`src/rtl/sparse_sched_pkg.sv`:
```
// Shared constants, state type and LFSR helpers for the sparse index scheduler.
package sparse_sched_pkg;

    localparam logic [31:0] LFSR_TAPS     = 32'h80200003;
    localparam logic [31:0] LFSR_SEED_SUB = 32'h00000001;

    localparam int DEF_NUM_IDX   = 8;
    localparam int DEF_IDX_WIDTH = 16;
    localparam int DEF_NUM_DUMMY = 8;

    typedef enum logic {
        IDLE = 1'b0,
        RUN  = 1'b1
    } sched_state_e;

    // One step of the right-shifting Galois LFSR.
    function automatic logic [31:0] lfsr_next(input logic [31:0] s);
        return s[0] ? ((s >> 1) ^ LFSR_TAPS) : (s >> 1);
    endfunction

    // An all-zero seed would lock the LFSR, so it is swapped for a fixed nonzero value.
    function automatic logic [31:0] seed_fix(input logic [31:0] s);
        return (s == 32'h0) ? LFSR_SEED_SUB : s;
    endfunction

endpackage

```
`src/rtl/lfsr32_galois.sv`:
```
// 32-bit Galois LFSR used to pick dummy slot positions and dummy index values.
// Compiled only when DUMMY_INSERT_EN is defined.
`ifdef DUMMY_INSERT_EN
module lfsr32_galois
    import sparse_sched_pkg::*;
(
    input  logic        clk,
    input  logic        reset_i,
    input  logic        load,
    input  logic [31:0] seed,
    input  logic        step,
    output logic [31:0] state
);

    logic [31:0] state_q, state_d;

    // Load takes priority over stepping; otherwise the register holds.
    always_comb begin
        state_d = state_q;
        if (load) begin
            state_d = seed_fix(seed);
        end else if (step) begin
            state_d = lfsr_next(state_q);
        end
    end

    // State register; resets to the nonzero substitute seed.
    always_ff @(posedge clk or posedge reset_i) begin
        if (reset_i) begin
            state_q <= LFSR_SEED_SUB;
        end else begin
            state_q <= state_d;
        end
    end

    assign state = state_q;

endmodule
`endif

```
`src/rtl/sparse_idx_sched.sv`:
```
// Sparse index scheduler: latches a packed index list and emits it one slot per
// handshake. With DUMMY_INSERT_EN defined, LFSR-chosen dummy slots are mixed in.
module sparse_idx_sched
    import sparse_sched_pkg::*;
#(
    parameter int pNUM_IDX   = DEF_NUM_IDX,
    parameter int pIDX_WIDTH = DEF_IDX_WIDTH,
    parameter int pNUM_DUMMY = DEF_NUM_DUMMY
)(
    input  logic                           clk,
    input  logic                           reset_i,
    input  logic                           load_i,
    input  logic [pNUM_IDX*pIDX_WIDTH-1:0] idx_i,
    input  logic [31:0]                    seed_i,
    input  logic                           ready_i,
    output logic                           valid_o,
    output logic [pIDX_WIDTH-1:0]          idx_o,
    output logic                           dummy_o,
    output logic                           last_o,
    output logic                           busy_o
);

    localparam int RC_W = $clog2(pNUM_IDX + 1);

    sched_state_e                   state_q, state_d;
    logic [pNUM_IDX*pIDX_WIDTH-1:0] idx_mem_q, idx_mem_d;
    logic [RC_W-1:0]                real_cnt_q, real_cnt_d;
    logic                           valid_q, valid_d;
    logic [pIDX_WIDTH-1:0]          idx_q, idx_d;
    logic                           dummy_q, dummy_d;
    logic                           last_q, last_d;
    logic                           busy_q, busy_d;
    logic                           accept;

    assign accept = valid_q && ready_i;

`ifdef DUMMY_INSERT_EN
    localparam int DC_W = $clog2(pNUM_DUMMY + 1);

    logic [DC_W-1:0] dummy_cnt_q, dummy_cnt_d;
    logic            lfsr_load, lfsr_step;
    logic [31:0]     lfsr_state, lfsr_nxt;
    logic            unused_lfsr;

    assign lfsr_load   = (state_q == IDLE) && load_i;
    assign lfsr_step   = accept;
    assign unused_lfsr = ^lfsr_nxt[31:pIDX_WIDTH+1];

    lfsr32_galois u_lfsr (
        .clk     (clk),
        .reset_i (reset_i),
        .load    (lfsr_load),
        .seed    (seed_i),
        .step    (lfsr_step),
        .state   (lfsr_state)
    );

    // Mirror of the LFSR's next value so the registered slot outputs track it.
    always_comb begin
        lfsr_nxt = lfsr_state;
        if (lfsr_load) begin
            lfsr_nxt = seed_fix(seed_i);
        end else if (lfsr_step) begin
            lfsr_nxt = lfsr_next(lfsr_state);
        end
    end
`else
    logic unused_cfg;
    assign unused_cfg = ^{seed_i, 32'(pNUM_DUMMY)};
`endif

    // Next-state, counter updates, and decode of the next slot from the updated counters.
    always_comb begin
        state_d    = state_q;
        idx_mem_d  = idx_mem_q;
        real_cnt_d = real_cnt_q;
        valid_d    = 1'b0;
        idx_d      = '0;
        dummy_d    = 1'b0;
        last_d     = 1'b0;
        busy_d     = 1'b0;
`ifdef DUMMY_INSERT_EN
        dummy_cnt_d = dummy_cnt_q;
`endif
        case (state_q)
            IDLE: begin
                if (load_i) begin
                    state_d    = RUN;
                    idx_mem_d  = idx_i;
                    real_cnt_d = RC_W'(pNUM_IDX);
`ifdef DUMMY_INSERT_EN
                    dummy_cnt_d = DC_W'(pNUM_DUMMY);
`endif
                end
            end
            RUN: begin
                if (accept) begin
                    if (last_q) begin
                        state_d    = IDLE;
                        real_cnt_d = '0;
                        idx_mem_d  = '0;
`ifdef DUMMY_INSERT_EN
                        dummy_cnt_d = '0;
`endif
                    end else if (!dummy_q) begin
                        real_cnt_d = real_cnt_q - 1'b1;
                        idx_mem_d  = idx_mem_q >> pIDX_WIDTH;
                    end
`ifdef DUMMY_INSERT_EN
                    else begin
                        dummy_cnt_d = dummy_cnt_q - 1'b1;
                    end
`endif
                end
            end
            default: state_d = IDLE;
        endcase

        if (state_d == RUN) begin
            valid_d = 1'b1;
            busy_d  = 1'b1;
            idx_d   = idx_mem_d[pIDX_WIDTH-1:0];
`ifdef DUMMY_INSERT_EN
            dummy_d = (real_cnt_d == '0) || ((dummy_cnt_d != '0) && lfsr_nxt[0]);
            last_d  = ((real_cnt_d == RC_W'(1)) && (dummy_cnt_d == '0)) ||
                      ((real_cnt_d == '0) && (dummy_cnt_d == DC_W'(1)));
            if (dummy_d) begin
                idx_d = lfsr_nxt[pIDX_WIDTH:1];
            end
`else
            last_d  = (real_cnt_d == RC_W'(1));
`endif
        end
    end

    // State, latched indices, counters and registered outputs.
    always_ff @(posedge clk or posedge reset_i) begin
        if (reset_i) begin
            state_q    <= IDLE;
            idx_mem_q  <= '0;
            real_cnt_q <= '0;
            valid_q    <= 1'b0;
            idx_q      <= '0;
            dummy_q    <= 1'b0;
            last_q     <= 1'b0;
            busy_q     <= 1'b0;
`ifdef DUMMY_INSERT_EN
            dummy_cnt_q <= '0;
`endif
        end else begin
            state_q    <= state_d;
            idx_mem_q  <= idx_mem_d;
            real_cnt_q <= real_cnt_d;
            valid_q    <= valid_d;
            idx_q      <= idx_d;
            dummy_q    <= dummy_d;
            last_q     <= last_d;
            busy_q     <= busy_d;
`ifdef DUMMY_INSERT_EN
            dummy_cnt_q <= dummy_cnt_d;
`endif
        end
    end

    assign valid_o = valid_q;
    assign idx_o   = idx_q;
    assign dummy_o = dummy_q;
    assign last_o  = last_q;
    assign busy_o  = busy_q;

endmodule
```
`config.mk`:
```
export PLATFORM = sky130hd
export DESIGN_NAME = sparse_idx_sched
export DESIGN_NICKNAME = d
export VERILOG_FILES = /design/src/rtl/sparse_sched_pkg.sv /design/src/rtl/lfsr32_galois.sv /design/src/rtl/sparse_idx_sched.sv
export SDC_FILE = /design/constraint.sdc
export NUM_CORES = 1
export LEC_CHECK = 0
export CORE_MARGIN = 5
export CORE_UTILIZATION = 45
export DETAILED_ROUTE_END_ITERATION = 10
export GPL_TIMING_DRIVEN = 0
export PLACE_DENSITY = 0.77
export SLEW_MARGIN = 40
export SYNTH_ARGS = -nofsm -noshare
export SYNTH_HDL_FRONTEND = slang
export SYNTH_SLANG_ARGS = --single-unit
```
`constraint.sdc`:
```
create_clock -name clk -period 6.2 [get_ports clk]
set_clock_uncertainty 0.05 [all_clocks]
set_input_delay 0.93 -clock clk [delete_from_list [all_inputs] [get_ports clk]]
set_output_delay 0.93 -clock clk [all_outputs]
set_load 0.01 [all_outputs]
```
==> results.toml, run 1 <==
[synth]
synth_area_leaders = "dfrtp_1 (60%), a222oi_1 (15%), inv_1 (6.0%)"
ys_ff_latch = 150
synth.area.mux_share_pct = 2.55
synthXorXnorAreaFrac_pct = 0.140
synth_nets = 702
synthSimpleGateAreaFrac_pct = 3.35
synth_top_family_by_area = "compound AO/OA/AOI/OAI gates"
yosysWarnings = 0
yosysUniqueCellTypes = 34
synth.top_cell.area_share_pct = 59.9
avgSynthCellArea_um2 = 11.7
yosys.area.top_type = "dfrtp_1"
syn_inst = 537
synthAdderAreaFrac_pct = 0.200
seq_area_frac_synth_pct = 59.9
netlist_area_um2 = 6270
synth_compound_area_share_pct = 23.6

[global_routing]
grtUsageMet3_pct = 7.54
gr-max-usage-layer = "met2"
grt_pass1_vias = 5513
grt-ovfl-total = 0
grt_util_met2_pct = 37.4
use_met1_pct = 25.4
antenna_found_initial = 1
grt_pass1_wl_mm = 28.1
grtUsageTotal_pct = 22.0
grt_max_degree = 79

[die]
design.core.area_um2 = 13800
initial_core_util_pct = 45.5
chipWidth_um = 128
num_rows = 43
ios = 184
fp.dieArea_um2 = 16400
die_h_um = 128

[sta]
worst_pin_slew_ns = 0.502
finalSetupViolCount = 0
holdWs_ns = 0.443
rsz0062_at_grt = "false"
max_clock_freq_ghz = 0.405
layout_min_cycle_time_ns = 2.47
finalCritPeriodShare_pct = 39.9
drv_slew = 0
timing.slew.headroom_pct = 66.5
finalHoldViolCount = 0

[critical_path]
critPathCaptureType = "output port"
critPathRequiredTime_ns = 5.22
crit_path_start = "busy_o$_DFF_PP0_"
rr_startpoint = "busy_o$_DFF_PP0_"
crit_arrival_ns = 1.49
cp_max_fo = 4
worstSetupPathType = "reg -> out"
startpoint_type = "register"

[route]
wl_per_cell_um = 19.8
drc_errors = 0
ant_nets = 0
drtPass1Iterations = 8
vias = 5205
drt_iter0_drc = 686
vias_per_cell = 5.80
routed_wl_mm = 17.8

[clock_network]
clkTransAtPathRegs_ns = 0.06
clockBufferDepth = 2
postCtsHoldBufs = 0
cts-resized-gates = 0
cts_tree = "built"
root_buffer = "clkbuf_16"
cts-htree-levels = 4
cts_made_buffers = 17
cts.sinks = 150
cts_setup_buffers = 0
worstSkewPairLatency_ns = 0.42

[layout]
n_antenna_cell = 0
stdcell_count = 898
num-fill-cells = 1110
drive_above_1_share_pct = 9.47
areaGrowthSynthToFinish_pct = 37.4
final_net_count = 871
design_area_um2 = 8620

[power_and_ir_drop]
irDropWorstVdd_v = 0.000222
internal_power_mw = 2.54
switching_share_pct = 32.0
pwr-share-seq_pct = 41.9
p_switching_mw = 1.19
p_leak_nw = 4.56
pwr-share-clk_pct = 27.9
power_density_nw_per_um2 = 433
p_total_mw = 3.73
combPwrFrac_pct = 30.2

[placement]
dp_hpwl_mm = 13.5
port_buffers = 149
post_dp_cell_area_um2 = 8020
routabilityCongestion = 0.906
dp_cells = 867

[hold_path]
worstHoldStart = "idx_mem_q[64]$_DFFE_PP0P_"
hp-class = "reg -> reg"

[run_status]
status = "finished, final reports clean"

[run]
cap_viol_max_count = 0
[kinds of logic after synthesis]
logic type,after synthesis
AO/OA/AOI/OAI,168
XOR/XNOR,1
adder cells (fa/ha/maj),1
buffers and inverters,154
flip-flops,150
multiplexers,16
other,1
AND/OR/NAND/NOR,46
[per-layer routing]
layer | vias up | part of all wire [%]
met1 | 2547 | 38
li1 | 2361 | -
met3 | 41 | 8.8
met4 | 2 | 2.6
met2 | 254 | 50
met5 | - | 0.10
[sequential cells by signal, indices dropped and copies added (netlist names)]
signal / cells
last_o: 1
idx_mem_q: 128
real_cnt_q: 4
idx_o: 16
busy_o: 1
[layout by cell type (no fill, tap or decap), types with 2 or more instances in the layout]
master and n:
inv_1 100, a21o_1 4, buf_2 25, dfrtp_1 150
nor3_1 2, o21ai_1 20, o21a_1 2, o21ai_0 6
inv_2 2, mux2i_1 16, inv_6 2, nor2_1 8
and2_1 4, buf_1 3, nand2_1 26, a22o_1 34
a222oi_1 96, buf_6 3, clkdlybuf4s50_1 149, clkbuf_1 18
clkbuf_16 17, clkinv_2 4, clkinv_4 2, buf_4 3
bufinv_16 3
[stage by stage]
step                utilization, %  setup TNS, ns  setup WS, ns
floorplan                        -              0          1.18
global placement              58.0         -80.14        -0.540
detailed placement            58.2              0          3.44
finish                        62.6              0          3.73
CTS                           62.6              0          3.70
global route                  62.6              0          3.65
[power by group through the flow]
stage | registers [mW] | clock network (mW) | logic (mW)
floorplan | 1.52 | 0 | 0.723
global placement | 1.55 | 0 | 1.05
detailed placement | 1.57 | 0 | 1.11
CTS | 1.56 | 1.05 | 1.13
global route | 1.60 | 1.09 | 1.24
finish | 1.56 | 1.04 | 1.12
[path summary, 6_finish.rpt]
kind,to,slack [ns],cells after the start
max in group asynchronous,idx_mem_q[4]$_DFF_PP0_,4.45,3
setup reg to reg,idx_mem_q[47]$_DFFE_PP0P_,4.24,7
min in group asynchronous,idx_mem_q[96]$_DFFE_PP0P_,0.93,2
hold reg to reg,idx_mem_q[48]$_DFFE_PP0P_,0.44,2
hold / removal,idx_mem_q[48]$_DFFE_PP0P_,0.44,2
setup / recovery,valid_o,3.73,2
[critical path, stage by stage, from the launching register on]
cell             delay (ns)
dfrtp_1                0.42
buf_4                  0.13
clkdlybuf4s50_1        0.52
[cell type report]
| cell class | instances | area (um2) | share of cell area, % |
|---|---|---|---|
| plain buffers | 51 | 256 | 2.98 |
| clock buffers | 19 | 443 | 5.14 |
| clock inverters | 12 | 153 | 1.77 |
| inverters | 103 | 394 | 4.57 |
| multi-input cells | 233 | 1870 | 21.7 |
| flip-flops and latches | 150 | 3750 | 43.6 |
| well taps | 180 | 225 | 2.61 |
| repair buffers | 150 | 1520 | 17.6 |
[cell usage after synthesis, drive strengths merged]
cell,count
a21oi,2
clkbuf,17
nor4b,1
ha,1
nor2,9
a222oi,96
o22ai,1
buf,34
xnor2,1
o21ai,26
o221ai,1
and2,4
nand2,26
dfrtp,150
nor3,2
o21a,2
mux2i,16
a21o,4
a22o,34
inv,103
nand3,1
a31oi,1
o31ai,1
nand3b,1
nor2b,2
conb,1
Note: power is estimated with default switching activity, not from simulation.
==> inputs of run 2 (changes only) <==
- CORE_UTILIZATION: 45 -> 43
- clock period: 6.2 -> 2.1 ns (I/O delays scaled with it)
==> run 2 against run 1 <==
Largest power group unchanged; wire length rose by 0.57%; non-clock buffer count increased by 6; highest routed layer is now met4; count of clock-buffer cells in the layout rose by 5; register-to-register slack worse by 4.1 ns; sequential power rose to 3.0 times the previous value; combinational power rose to 3.0 times the previous value; critical endpoint is now idx_mem_q[42]$_DFFE_PP0P_.
==> results.toml, run 2 (synthesis results as in run 1) <==
[layout]
largest_reg_flops = 128
final_net_count = 877
design_area_um2 = 8710
areaGrowthSynthToFinish_pct = 39.0
final_cell_mix = "dfrtp_1 (150), clkdlybuf4s50_1 (149), inv_1 (100), a222oi_1 (96), a22o_1 (34)"
utilization_pct = 60.4
drive_above_1_share_pct = 9.56
layout_commonest_cell = "dfrtp_1"
stdcell_count = 906
regMostFlops = "idx_mem_q"
n_antenna_cell = 0
num-fill-cells = 1151

[die]
ios = 184
chipWidth_um = 131
initial_core_util_pct = 43.5
design.core.area_um2 = 14400
fp.dieArea_um2 = 17100
die_h_um = 131
num_rows = 44

[clock_network]
root_buffer = "clkbuf_16"
cts-resized-gates = 0
cts-htree-levels = 4
clockBufferDepth = 2
cts_tree = "built"
cts_setup_buffers = 0
worstSkewPairLatency_ns = 0.43
clkTransAtPathRegs_ns = 0.06
cts.sinks = 150
postCtsHoldBufs = 0
cts_made_buffers = 17

[sta]
tns_ns = 0
finalCritPeriodShare_pct = 92.9
finalSetupViolCount = 0
max_clock_freq_ghz = 0.513
holdWs_ns = 0.177
finalHoldViolCount = 0
rsz0062_at_grt = "false"
drv_slew = 0
layout_min_cycle_time_ns = 1.95

[critical_path]
startpoint_type = "register"
critPathRequiredTime_ns = 2.41
cp_max_fo = 10
critPathCaptureType = "register"
worstSetupPathType = "reg -> reg"
crit_arrival_ns = 2.26

[run_status]
status = "finished, final reports clean"

[route]
drt_iter0_drc = 737
routed_wl_mm = 17.9
ant_nets = 0
vias = 5257
drtPass1Iterations = 9
vias_per_cell = 5.80
drc_errors = 0
wl_per_cell_um = 19.8

[power_and_ir_drop]
p_leak_nw = 4.60
power_density_nw_per_um2 = 1230
irDropWorstVdd_v = 0.000745

[global_routing]
grt_max_degree = 26
grtUsageTotal_pct = 21.7
grt-ovfl-total = 0
grt_pass1_wl_mm = 28.0
antenna_found_initial = 0
grt_pass1_vias = 5342

[run]
cap_viol_max_count = 0

[placement]
dp_cells = 877
routabilityCongestion = 0.889
dp_hpwl_mm = 14.3
port_buffers = 149
post_dp_cell_area_um2 = 8180

[hold_path]
hp-class = "in -> async"
run 2: cell types whose count changed in the layout (fill, tap and decap cells not counted):
| cell | delta |
|---|---|
| inv_6 | -2 |
| buf_16 | +5 |
| bufinv_16 | -2 |
| buf_12 | +1 |
| clkbuf_1 | +3 |
| clkinv_4 | -2 |
| inv_8 | -1 |
| clkbuf_8 | +2 |
run 2: worst paths after layout:
| path | depth (start not counted) | slack (ns) | to | from |
|---|---|---|---|---|
| setup reg to reg | 7 | 0.15 | idx_mem_q[42]$_DFFE_PP0P_ | busy_o$_DFF_PP0_ |
| hold reg to reg | 2 | 0.45 | idx_mem_q[57]$_DFFE_PP0P_ | idx_mem_q[73]$_DFFE_PP0P_ |
| min in group clk | 4 | 0.28 | idx_mem_q[9]$_DFF_PP0_ | load_i |
| hold / removal | 2 | 0.18 | real_cnt_q[1]$_DFF_PP0_ | reset_i |
| setup / recovery | 7 | 0.15 | idx_mem_q[42]$_DFFE_PP0P_ | busy_o$_DFF_PP0_ |
| max in group asynchronous | 6 | 0.87 | idx_mem_q[42]$_DFFE_PP0P_ | reset_i |
run 2: through the flow:
stage / setup slack [ns] / power (mW)
2_1_floorplan: -0.154 / 6.62
3_3_place_gp: -1.28 / 7.68
5_1_grt: 0.0420 / 11.4
6_report: 0.150 / 10.8
4_1_cts: 0.156 / 10.8
3_5_place_dp: -0.0215 / 7.99
run 2: area by class of cell:
| type | instances | area, um2 | area share (%) |
|---|---|---|---|
| inverters | 103 | 390 | 4.48 |
| flip-flops and latches | 150 | 3750 | 43.1 |
| clock buffers | 24 | 482 | 5.53 |
| repair buffers | 156 | 1680 | 19.2 |
| clock inverters | 5 | 50.0 | 0.575 |
| well taps | 184 | 230 | 2.64 |
| multi-input cells | 233 | 1870 | 21.5 |
| plain buffers | 51 | 256 | 2.94 |
run 2: worst max-delay path, stage by stage (launching register included):
cell and delay, ns:
dfrtp_1 0.42, buf_2 0.25, nand2_1 0.09, nor2_2 0.29
buf_2 0.33, buf_2 0.26, a222oi_1 0.12, inv_1 0.08
run 2: per-layer routing:
layer | track usage, % | vias to the layer above | part of all wire [%] | wire, um
met4 | 9.01 | 0 | 2.4 | 431
met3 | 7.15 | 31 | 11 | 1890
met2 | 37.0 | 294 | 50 | 8960
li1 | - | 2377 | - | -
met1 | 25.3 | 2555 | 37 | 6630
met5 | 0 | - | 0 | 0
run 2: power breakdown:
part | switching (mW) | leakage [nW] | total (mW) | internal (mW)
registers | 0.666 | 2.03 | 4.62 | 3.95
clock network | 1.10 | 0.266 | 2.79 | 1.69
logic | 1.67 | 2.30 | 3.34 | 1.67
total | 3.43 | 4.60 | 10.7 | 7.32
